==> src/rtl/mips_cpu_mem_align.sv <==
// mips_cpu_mem_align: bridges CPU byte/halfword/word loads and stores onto a
// word-only little-endian memory bus with wait-request and no byte enables.
// Sub-word stores become read-modify-write; LWL/LWR merge with the old rt.
//
// Ports:
//   clk, reset            clock, synchronous active-high reset
//   req_valid/req_ready   request handshake (ready only in IDLE)
//   req_op/req_addr       MIPS opcode and byte address
//   req_wdata/req_rt_old  store data and current rt (LWL/LWR merge)
//   resp_valid/rdata/err  one-cycle completion pulse with result or error
//   mem_*                 word memory bus (address, read/write strobes,
//                         write data, read data, wait-request)
module mips_cpu_mem_align (
  input  logic        clk,
  input  logic        reset,
  input  logic        req_valid,
  output logic        req_ready,
  input  logic [5:0]  req_op,
  input  logic [31:0] req_addr,
  input  logic [31:0] req_wdata,
  input  logic [31:0] req_rt_old,
  output logic        resp_valid,
  output logic [31:0] resp_rdata,
  output logic        resp_err,
  output logic [31:0] mem_address,
  output logic        mem_read,
  output logic        mem_write,
  output logic [31:0] mem_writedata,
  input  logic [31:0] mem_readdata,
  input  logic        mem_waitrequest
);

  localparam logic [5:0] OP_LB  = 6'b100000;
  localparam logic [5:0] OP_LH  = 6'b100001;
  localparam logic [5:0] OP_LWL = 6'b100010;
  localparam logic [5:0] OP_LW  = 6'b100011;
  localparam logic [5:0] OP_LBU = 6'b100100;
  localparam logic [5:0] OP_LHU = 6'b100101;
  localparam logic [5:0] OP_LWR = 6'b100110;
  localparam logic [5:0] OP_SB  = 6'b101000;
  localparam logic [5:0] OP_SH  = 6'b101001;
  localparam logic [5:0] OP_SW  = 6'b101011;

  localparam logic [1:0] S_IDLE  = 2'd0;
  localparam logic [1:0] S_READ  = 2'd1;
  localparam logic [1:0] S_WRITE = 2'd2;
  localparam logic [1:0] S_RESP  = 2'd3;

  logic [1:0]  state, state_d;
  logic [5:0]  op_q, op_d;
  logic [1:0]  off_q, off_d;
  logic [31:0] wdata_q, wdata_d;
  logic [31:0] rt_q, rt_d;

  logic        resp_valid_d, resp_err_d, mem_read_d, mem_write_d;
  logic [31:0] resp_rdata_d, mem_address_d, mem_writedata_d;

  logic [4:0]  sh_byte, sh_half, sh_lwl;
  logic [7:0]  rd_byte;
  logic [15:0] rd_half;
  logic [31:0] load_result, merge_word;
  logic        is_rmw_store;

  // Misalignment / unsupported-opcode check, evaluated on the raw request.
  function automatic logic op_err(input logic [5:0] op, input logic [1:0] b);
    case (op)
      OP_LB, OP_LBU, OP_LWL, OP_LWR, OP_SB: op_err = 1'b0;
      OP_LH, OP_LHU, OP_SH:                op_err = b[0];
      OP_LW, OP_SW:                        op_err = (b != 2'd0);
      default:                             op_err = 1'b1;
    endcase
  endfunction

  // Held off during reset so no request is taken while the FSM is clearing.
  assign req_ready = (state == S_IDLE) && !reset;

  // Load extraction and RMW merge on the captured read word.
  always_comb begin
    sh_byte      = 5'({off_q, 3'b000});
    sh_half      = 5'({off_q[1], 4'b0000});
    sh_lwl       = 5'({2'd3 - off_q, 3'b000});
    rd_byte      = 8'(mem_readdata >> sh_byte);
    rd_half      = 16'(mem_readdata >> sh_half);
    is_rmw_store = (op_q == OP_SB) || (op_q == OP_SH);
    case (op_q)
      OP_LB:   load_result = {{24{rd_byte[7]}}, rd_byte};
      OP_LBU:  load_result = {24'd0, rd_byte};
      OP_LH:   load_result = {{16{rd_half[15]}}, rd_half};
      OP_LHU:  load_result = {16'd0, rd_half};
      OP_LWL:  load_result = (mem_readdata << sh_lwl)
                           | (rt_q & ~(32'hFFFF_FFFF << sh_lwl));
      OP_LWR:  load_result = (mem_readdata >> sh_byte)
                           | (rt_q & ~(32'hFFFF_FFFF >> sh_byte));
      default: load_result = mem_readdata;
    endcase
    if (op_q == OP_SH)
      merge_word = (mem_readdata & ~(32'h0000_FFFF << sh_half))
                 | (32'(wdata_q[15:0]) << sh_half);
    else
      merge_word = (mem_readdata & ~(32'h0000_00FF << sh_byte))
                 | (32'(wdata_q[7:0]) << sh_byte);
  end

  // Next-state and next-output logic.
  always_comb begin
    state_d         = state;
    op_d            = op_q;
    off_d           = off_q;
    wdata_d         = wdata_q;
    rt_d            = rt_q;
    resp_valid_d    = 1'b0;
    resp_err_d      = resp_err;
    resp_rdata_d    = resp_rdata;
    mem_address_d   = mem_address;
    mem_read_d      = mem_read;
    mem_write_d     = mem_write;
    mem_writedata_d = mem_writedata;
    case (state)
      S_IDLE: begin
        if (req_valid) begin
          op_d          = req_op;
          off_d         = req_addr[1:0];
          wdata_d       = req_wdata;
          rt_d          = req_rt_old;
          mem_address_d = {req_addr[31:2], 2'b00};
          if (op_err(req_op, req_addr[1:0])) begin
            resp_valid_d = 1'b1;
            resp_err_d   = 1'b1;
            resp_rdata_d = 32'd0;
            state_d      = S_RESP;
          end else if (req_op == OP_SW) begin
            mem_write_d     = 1'b1;
            mem_writedata_d = req_wdata;
            state_d         = S_WRITE;
          end else begin
            mem_read_d = 1'b1;
            state_d    = S_READ;
          end
        end
      end
      S_READ: begin
        if (!mem_waitrequest) begin
          mem_read_d = 1'b0;
          if (is_rmw_store) begin
            mem_write_d     = 1'b1;
            mem_writedata_d = merge_word;
            state_d         = S_WRITE;
          end else begin
            resp_valid_d = 1'b1;
            resp_err_d   = 1'b0;
            resp_rdata_d = load_result;
            state_d      = S_RESP;
          end
        end
      end
      S_WRITE: begin
        if (!mem_waitrequest) begin
          mem_write_d  = 1'b0;
          resp_valid_d = 1'b1;
          resp_err_d   = 1'b0;
          resp_rdata_d = 32'd0;
          state_d      = S_RESP;
        end
      end
      S_RESP:  state_d = S_IDLE;
      default: state_d = S_IDLE;
    endcase
  end

  // State and output registers.
  always_ff @(posedge clk) begin
    if (reset) begin
      state         <= S_IDLE;
      op_q          <= 6'd0;
      off_q         <= 2'd0;
      wdata_q       <= 32'd0;
      rt_q          <= 32'd0;
      resp_valid    <= 1'b0;
      resp_err      <= 1'b0;
      resp_rdata    <= 32'd0;
      mem_address   <= 32'd0;
      mem_read      <= 1'b0;
      mem_write     <= 1'b0;
      mem_writedata <= 32'd0;
    end else begin
      state         <= state_d;
      op_q          <= op_d;
      off_q         <= off_d;
      wdata_q       <= wdata_d;
      rt_q          <= rt_d;
      resp_valid    <= resp_valid_d;
      resp_err      <= resp_err_d;
      resp_rdata    <= resp_rdata_d;
      mem_address   <= mem_address_d;
      mem_read      <= mem_read_d;
      mem_write     <= mem_write_d;
      mem_writedata <= mem_writedata_d;
    end
  end

endmodule

==> config.mk <==
export PLATFORM = sky130hd
export DESIGN_NAME = mips_cpu_mem_align
export DESIGN_NICKNAME = d
export VERILOG_FILES = /design/src/rtl/mips_cpu_mem_align.sv
export SDC_FILE = /design/constraint.sdc
export NUM_CORES = 1
export LEC_CHECK = 0
export BUFFER_PORTS_ARGS = -buffer_cell sky130_fd_sc_hd__buf_2
export CORE_AREA = 2 2 133 135
export DETAILED_ROUTE_END_ITERATION = 8
export DIE_AREA = 0 0 135 137
export GPL_TIMING_DRIVEN = 0
export PLACE_DENSITY = 0.81
export SLEW_MARGIN = 15
export SYNTH_ARGS = -nofsm -noshare
export SYNTH_HDL_FRONTEND = slang
export SYNTH_SLANG_ARGS = --single-unit
==> constraint.sdc <==
create_clock -name clk -period 2.45 [get_ports clk]
set_clock_uncertainty 0.05 [all_clocks]
set_input_delay 0.49 -clock clk [delete_from_list [all_inputs] [get_ports clk]]
set_output_delay 0.49 -clock clk [all_outputs]
set_load 0.01 [all_outputs]
# Word-level counts from Yosys, hierarchy flattened
# Index checks and enable logic that the tools add are counted.
[classes]
addsub = 1
n_eq_ne = 30
shift = 9
muxes = 46
bitwise_logic = 12
reduce_logical = 16
[ops]
columns = ["cell", "n"]
rows = [
  ["$mux 32", 11],
  ["$pmux 32 s6", 1],
  ["$and 32x32->32", 4],
  ["$not 32->32", 4],
  ["$or 32x32->32", 4],
  ["$eq 6x6->1 const B", 18],
  ["$pmux 32 s3", 1],
  ["$pmux 32 s2", 1],
  ["$shl 16x5->32", 1],
  ["$shl 16x5->32 const A", 1],
  ["$shl 32x5->32", 1],
  ["$shl 32x5->32 const A", 1],
  ["$shl 8x5->32", 1],
  ["$shl 8x5->32 const A", 1],
  ["$shr 32x5->16", 1],
  ["$shr 32x5->32", 1],
  ["$shr 32x5->32 const A", 1],
  ["$mux 1", 21],
  ["$ne 2x2->1 const B", 7],
  ["$pmux 1 s3", 4],
  ["$reduce_and 6->1", 2],
  ["$mux 2", 5],
  ["$pmux 2 s4", 1],
  ["$reduce_and 7->1", 1],
  ["17 further kinds", 20],
]
[word_totals]
regBits = 156
word_cells = 126

# Longest topological paths before layout
# Gate-level depths: netlist of the first run.
[depth]
depth_word = 9
ltp_mapped = 9
mapped_depth_nobuf = 7

# Worst setup path before layout of the first run
# No wires, ideal clock.
[synth_path]
path_kind = "register to register"
start = "register state[0]"
end = "register resp_rdata[1]"
arrival_ns = 2.022
t_required_ns = 2.283
slack_ns = 0.262
path_stages_with_launch = 10
path_buffers = 2
synth_period_minus_slack_ns = 2.188
cell_sequence = "dfxtp_1 inv_1 ha_1 o21ai_0 nand2_1 a2111o_1 and2_4 buf_6 buf_6 a22o_1"
[synth_between]
elab_chain_cells = 3
word_cells_on_any_way = 11
[synth_lines]
columns = ["element", "line_no", "text"]
rows = [
  ["start: declaration", "49", "logic [1:0] state, state_d;"],
  ["start signal: assignment", "186", "state <= state_d;"],
  ["$eq 2x1->1, or another cell as far along", "118", "case (state)"],
  ["$ne 2x2->1 (no line), or another cell as far along", "n/a", ""],
  ["$reduce_and 6->1 (no line)", "n/a", ""],
  ["end signal: assignment", "193", "resp_rdata <= resp_rdata_d;"],
  ["end: declaration", "23", "output logic [31:0] resp_rdata,"],
]
# Several ways; a longest one is shown, not always the timed one.
# A chain may end at the register's enable or synchronous reset.

# Worst setup path after layout of the first run
[layout_path]
start = "register off_q[0]"
end = "register resp_rdata[15]"
[layout_between]
elab_chain_cells = 9
word_cells_on_any_way = 15
[layout_lines]
columns = ["element", "line_no", "text"]
rows = [
  ["start: declaration", "51", "logic [1:0] off_q, off_d;"],
  ["start signal: assignment", "175", "off_q <= 2'd0;"],
  ["start signal: assignment", "188", "off_q <= off_d;"],
  ["$sub 2x2->2", "81", "sh_lwl = 5'({2'd3 - off_q, 3'b000});"],
  ["$shl 32x5->32", "91", "| (rt_q & ~(32'hFFFF_FFFF << sh_lwl));"],
  ["$not 32->32", "91", ""],
  ["$and 32x32->32", "91", ""],
  ["$or 32x32->32", "91", ""],
  ["$pmux 32 s6 *", "85", "case (op_q)"],
  ["$mux 32 *", "144", "if (is_rmw_store) begin"],
  ["$mux 32 *", "142", "if (!mem_waitrequest) begin"],
  ["$pmux 32 s3 *", "118", ""],
]
# Mark *: on every way between the ends. The rest lies on a longest branch, timed or not. The select of a mux whose other input is x is not followed.

==> results.cfg, run 1 <==
[die]
die_w_um = 135
rows = 48
core_um2 = 17100
start_util = 0.492
dieArea_um2 = 18500
num_io_pins = 239
die_h_um = 137

[setup_path]
path_common_cell = clkbuf_1
cp-startpoint = off_q[0]
cp_num_buf_inv = 3
crit_required_ns = 2.78
crit_family = buffers and inverters
crit_path_end_kind = flop
worst_path_max_delay_cell = clkbuf_1
crit_chain = buf_2 -> clkbuf_1 -> clkbuf_1 -> o211ai_1 -> a31oi_1 -> a22o_1
crit_type = flop to flop
r2r_start = off_q[0]
crit_fanout = 10
worstPathArrival_ns = 2.73
r2r_slack_ns = 0.04
critPathLaunchType = flop
max_stage_delay_ns = 0.55

[global_routing]
overflow = 0
grt_pass1_vias = 9069
grt_pass1_wl_um = 48700
grt_use_total = 0.347
antenna_found_initial = 1
grt_max_degree = 20

[timing]
drv_slew = 0
worstMarginPinSlew_ns = 0.945
relSlewSlack = 0.368
rsz0062_at_grt = true
hold_viol_final = 0
setup_viol = 0
max_freq_mhz = 415
finalCritPeriodShare = 0.983
post-route-min-period_ns = 2.41

[synth]
synth-async-reset-ratio = 0
avgSynthCellArea_um2 = 7.84
netlist_instances = 1071
synth_ff_type = dfxtp_1
syn_area_um2 = 8400
yosys.area.top_type = dfxtp_1
synth.area.top_cells = dfxtp_1 37%, nand2_1 11%, a21oi_1 6.9%
synth-edff-count = 0
ys_seq_area_frac = 0.372
synth_cell_type_count = 64
synth_top_area_share = 0.372
yosysWarnings = 0
ys_seq_elements = 156

[detailed_routing]
ant_nets = 0
dr_total_vias = 9653
drc_errors = 0
wl_um = 32700
dr.pass1.iters = 6
routedWlPerCell_um = 20.9
viasPerCell = 6.16
drt_iter0_drc = 1121

[power]
p_leak_nw = 4.32
irDropWorstVdd_mv = 0.694
power.density_nw_per_um2 = 1020

[cells_and_area]
final_cell_area_um2 = 10600
final_util = 0.620
final_common_cell = buf_2
layout_common_cells = 250 x buf_2, 234 x nand2_1, 156 x dfxtp_1
area_growth_pct = 25.8
nets = 1469
layout-drive-gt1-share = 0.266
seq_area_um2 = 3120
fillers = 1559
multi_input_area_um2 = 4890

[clock_tree]
path_clk_slew_ns = 0.07
cts_buffer_depth = 2
h-tree-depth = 4
clk-insertion-delay-late_ns = 0.44
cts_tree = built
cts_hold_buffers = 0
cts_root_buf = clkbuf_16
clock-sinks = 156
cts_inserted_buffers = 17

[worst_hold_path]
worstHoldStart = req_addr[16]
holdCritPathClass = input pin to flop

[placement]
hpwl_um = 24600
placed_area_um2 = 9870
globalplace.congestion = 1.03
io_buffer_count = 235

[run_status]
outcome = completed

[run]
drv_cap = 0
## synthesized netlist by cell type, types with 18 or more instances
master       n
a21oi_1    116
buf_2       18
clkbuf_1    61
dfxtp_1    156
mux2i_1     48
nand2_1    236
nand2b_1    20
nor2_1      99
o2111ai_1   24
o21ai_0     37
o221ai_1    19
## cell families after synthesis
logic type / count (synthesis) / share of synthesized area
fa+ha+maj: 4 / 0.00596
other cells: 1 / 0.000446
flops: 156 / 0.372
simple gates: 421 / 0.219
buf+inv: 101 / 0.0554
mux: 67 / 0.0880
compound gates: 321 / 0.259
## through the flow
| step | instances | hold WS, ns | power [mW] | setup TNS (ns) | worst slack (ns) |
|---|---|---|---|---|---|
| final | 1566 | 0.233 | 10.7 | 0 | 0.0427 |
| after global routing | 1566 | 0.221 | 11.3 | -0.511 | -0.0460 |
| after CTS | 1564 | 0.228 | 10.5 | 0 | 0.00196 |
| after detailed placement | 1532 | 0.386 | 7.90 | -23.04 | -0.410 |
| after global placement | 1532 | 0.385 | 7.82 | -20.28 | -0.379 |
| after floorplan | 1072 | 0.383 | 6.32 | 0 | 0.262 |
## path summary, 6_finish.rpt
| check | to | cells after the start |
|---|---|---|
| worst min-delay path | mem_address[16] | 3 |
| worst max-delay path | resp_rdata[15] | 6 |
| worst max register to register | resp_rdata[15] | 6 |
| worst min register to register | mem_writedata[18] | 2 |
## tightest hold or removal path, cell delays in order
cell and delay (ns):
buf_2 0.09, nand2_1 0.04, a21oi_1 0.05
## routing by layer
| layer | global-route usage | up-vias | wire, um |
|---|---|---|---|
| met5 | 0 | - | 0 |
| met4 | 0.174 | 0 | 1510 |
| li1 | - | 4377 | - |
| met2 | 0.552 | 652 | 14700 |
| met3 | 0.112 | 142 | 3810 |
| met1 | 0.422 | 4482 | 12600 |
## flip-flops by register name (all words and copies together), names as in the netlist
signal,flops
off_q,2
mem_write,1
state,2
op_q,6
mem_writedata,32
mem_read,1
resp_err,1
wdata_q,16
resp_valid,1
mem_address,30
resp_rdata,32
rt_q,32
## power breakdown
part | switching, mW | total, mW | internal (mW)
Sequential | 0.430 | 3.57 | 3.14
Clock | 1.18 | 2.56 | 1.38
Combinational | 2.91 | 4.61 | 1.70
Total | 4.52 | 10.7 | 6.22
## layout make-up
type	instances	area share
Sequential cell	156	0.295
Timing Repair Buffer	238	0.115
Buffer	92	0.0445
Clock buffer	20	0.0432
Tap cell	225	0.0266
Clock inverter	12	0.00971
Antenna cell	1	0.000237
Multi-Input combinational cell	815	0.463
Inverter	7	0.00260
## timing repair
| item | in CTS | in global routing |
|---|---|---|
| endpoints found under the setup margin | 96 | 96 |
| buffers inserted | 1 | 2 |
| pin swaps | 1 | 1 |
| resized for setup | 14 | 40 |
Note: power is estimated with default switching activity, not from simulation.
==> inputs of run 2 (changes only) <==
==> config.mk (replaced) <==
export PLATFORM = sky130hd
export DESIGN_NAME = mips_cpu_mem_align
export DESIGN_NICKNAME = d
export VERILOG_FILES = /design/src/rtl/mips_cpu_mem_align.sv
export SDC_FILE = /design/constraint.sdc
export NUM_CORES = 1
export LEC_CHECK = 0
export ABC_AREA = 1
export BUFFER_PORTS_ARGS = -buffer_cell sky130_fd_sc_hd__buf_2
export CORE_AREA = 2 2 142 144
export DETAILED_ROUTE_END_ITERATION = 8
export DIE_AREA = 0 0 144 146
export GPL_TIMING_DRIVEN = 0
export PLACE_DENSITY = 0.8
export SYNTH_ARGS = -nofsm -noshare
export SYNTH_HDL_FRONTEND = slang
export SYNTH_SLANG_ARGS = --single-unit
==> run 2 against run 1 <==
Hold slack improved by 0.013 ns. Register-to-register slack improved by 0.12 ns. First-iteration DRC count rose by 20%. Worst setup slack improved by 0.12 ns. Critical endpoint unchanged. Count of clock-buffer cells in the layout fell by 3. Clock power rose by 7%. Global-route usage rose by 4.2 points. Sequential power rose by 10%. Flip-flop and latch count did not move. Largest cell class unchanged. Combinational power rose by 56%. Total power rose by 29%.
==> results.cfg, run 2 <==
[run_status]
outcome = completed

[die]
start_util = 0.498
rows = 51
core_um2 = 19300
die_h_um = 146
die_w_um = 144
num_io_pins = 239
dieArea_um2 = 21000

[detailed_routing]
wl_um = 41100
drc_errors = 0
dr_total_vias = 11900
drt_iter0_drc = 1347
viasPerCell = 5.49
ant_nets = 0
dr.pass1.iters = 6
routedWlPerCell_um = 19.0

[setup_path]
crit_path_end_kind = flop
worstPathArrival_ns = 2.56
crit_required_ns = 2.73
critPathLaunchType = flop
crit_type = flop to flop
crit_fanout = 10

[placement]
io_buffer_count = 235
place_inst = 2135
placed_area_um2 = 11100
hpwl_um = 32400
globalplace.congestion = 1.02

[cells_and_area]
reg_top3 = mem_writedata (32), resp_rdata (32), rt_q (32)
nets = 2031
antenna_cells = 0
stdcell_count = 2167
fillers = 1972
layout-drive-gt1-share = 0.190
area_growth_pct = 22.1
final_common_cell = nand2_1
final_cell_area_um2 = 11800
layout_common_cells = 407 x nand2_1, 307 x nor2_1, 269 x buf_2

[power]
p_leak_nw = 5.79
finalPower_mw = 13.9
power.density_nw_per_um2 = 1180
irDropWorstVdd_mv = 0.662

[global_routing]
antenna_found_initial = 0
grt_pass1_vias = 10900
grt_pass1_wl_um = 62100
grt_max_degree = 20
overflow = 0
grt_use_total = 0.389

[synth]
avgSynthCellArea_um2 = 5.89
synth-edff-count = 0
yosys.area.top_type = dfxtp_1
synth_cell_type_count = 32
synth.area.top_cells = dfxtp_1 32%, nand2_1 16%, nor2_1 12%
ys_seq_elements = 156
synth-async-reset-ratio = 0
syn_area_um2 = 9630
ys_seq_area_frac = 0.324
synth_top_area_share = 0.324
synth_ff_type = dfxtp_1
netlist_instances = 1634
yosysWarnings = 0
ys_top_cells_by_count = 408 x nand2_1, 307 x nor2_1, 210 x o21ai_0
yosysMostFrequentCell = nand2_1

[timing]
post-route-min-period_ns = 2.29
rsz0062_at_grt = false
max_freq_mhz = 437
drv_slew = 0
finalCritPeriodShare = 0.933
worstMarginPinSlew_ns = 0.886
relSlewSlack = 0.409
hold_viol_final = 0
setup_viol = 0

[clock_tree]
cts_inserted_buffers = 17
h-tree-depth = 4
cts_tree = built
cts_buffer_depth = 2
path_clk_slew_ns = 0.08
clk-insertion-delay-late_ns = 0.44
cts_root_buf = clkbuf_16
cts_hold_buffers = 0
post_cts.repair.setup_buffers = 0
clock-sinks = 156

[worst_hold_path]
holdCritPathClass = input pin to flop

[run]
drv_cap = 0
[run 2: critical path, cell delays in order (launching register included)]
cell and delay (ns):
dfxtp_1 0.38, inv_1 0.08, ha_1 0.21, buf_4 0.20, inv_2 0.07, buf_2 0.30
clkbuf_1 0.53, a21oi_1 0.08, nand2_1 0.19, a21oi_2 0.08
[run 2: worst paths after layout]
path / start / end / slack (ns) / cells after the start
setup / recovery: state[1] / resp_rdata[15] / 0.16 / 9
hold / removal: req_addr[6] / mem_address[6] / 0.25 / 3
setup reg to reg: state[1] / resp_rdata[15] / 0.16 / 9
hold reg to reg: rt_q[7] / rt_q[7] / 0.41 / 2
[run 2: logic make-up (layout without fill, tap and decap cells)]
logic type,after synthesis,after routing,share of synthesized area
flops,156,156,0.324
compound gates,409,409,0.224
other cells,1,2,0.000389
simple gates,813,813,0.337
fa+ha+maj,4,4,0.00520
buf+inv,251,518,0.110
[run 2: repair_timing]
item	CTS	global route
hold endpoints to repair	0	0
gates resized for setup	1	8
setup endpoints to repair	38	66
[run 2: through the flow]
stage,util,setup slack [ns],setup TNS [ns],hold WS (ns)
3_3_place_gp,0.576,-0.118,-0.824,0.396
6_report,0.608,0.164,0,0.245
4_1_cts,0.608,0.0698,0,0.239
2_1_floorplan,-,0.608,0,0.380
3_5_place_dp,0.576,-0.142,-1.59,0.399
5_1_grt,0.608,0.00383,0,0.263
[run 2: power breakdown]
group          internal, mW  total (mW)  switching, mW
Combinational          2.32        7.20           4.88
Sequential             3.41        3.93          0.526
Clock                  1.39        2.75           1.36
[run 2: layout make-up]
type	count	area [um^2]	area share
clock inverters	15	186	0.0158
repair buffers	235	1180	0.100
clock buffers	17	425	0.0362
well taps	265	332	0.0282
inverters	140	528	0.0449
flip-flops and latches	156	3120	0.266
multi-input cells	1228	5460	0.464
plain buffers	111	537	0.0456
[run 2: routing by layer]
layer,part of all wire,global-route usage,up-vias
met5,0,0,-
met1,0.42,0.530,5403
met2,0.44,0.607,665
li1,-,-,5721
met3,0.11,0.0833,99
met4,0.038,0.136,0
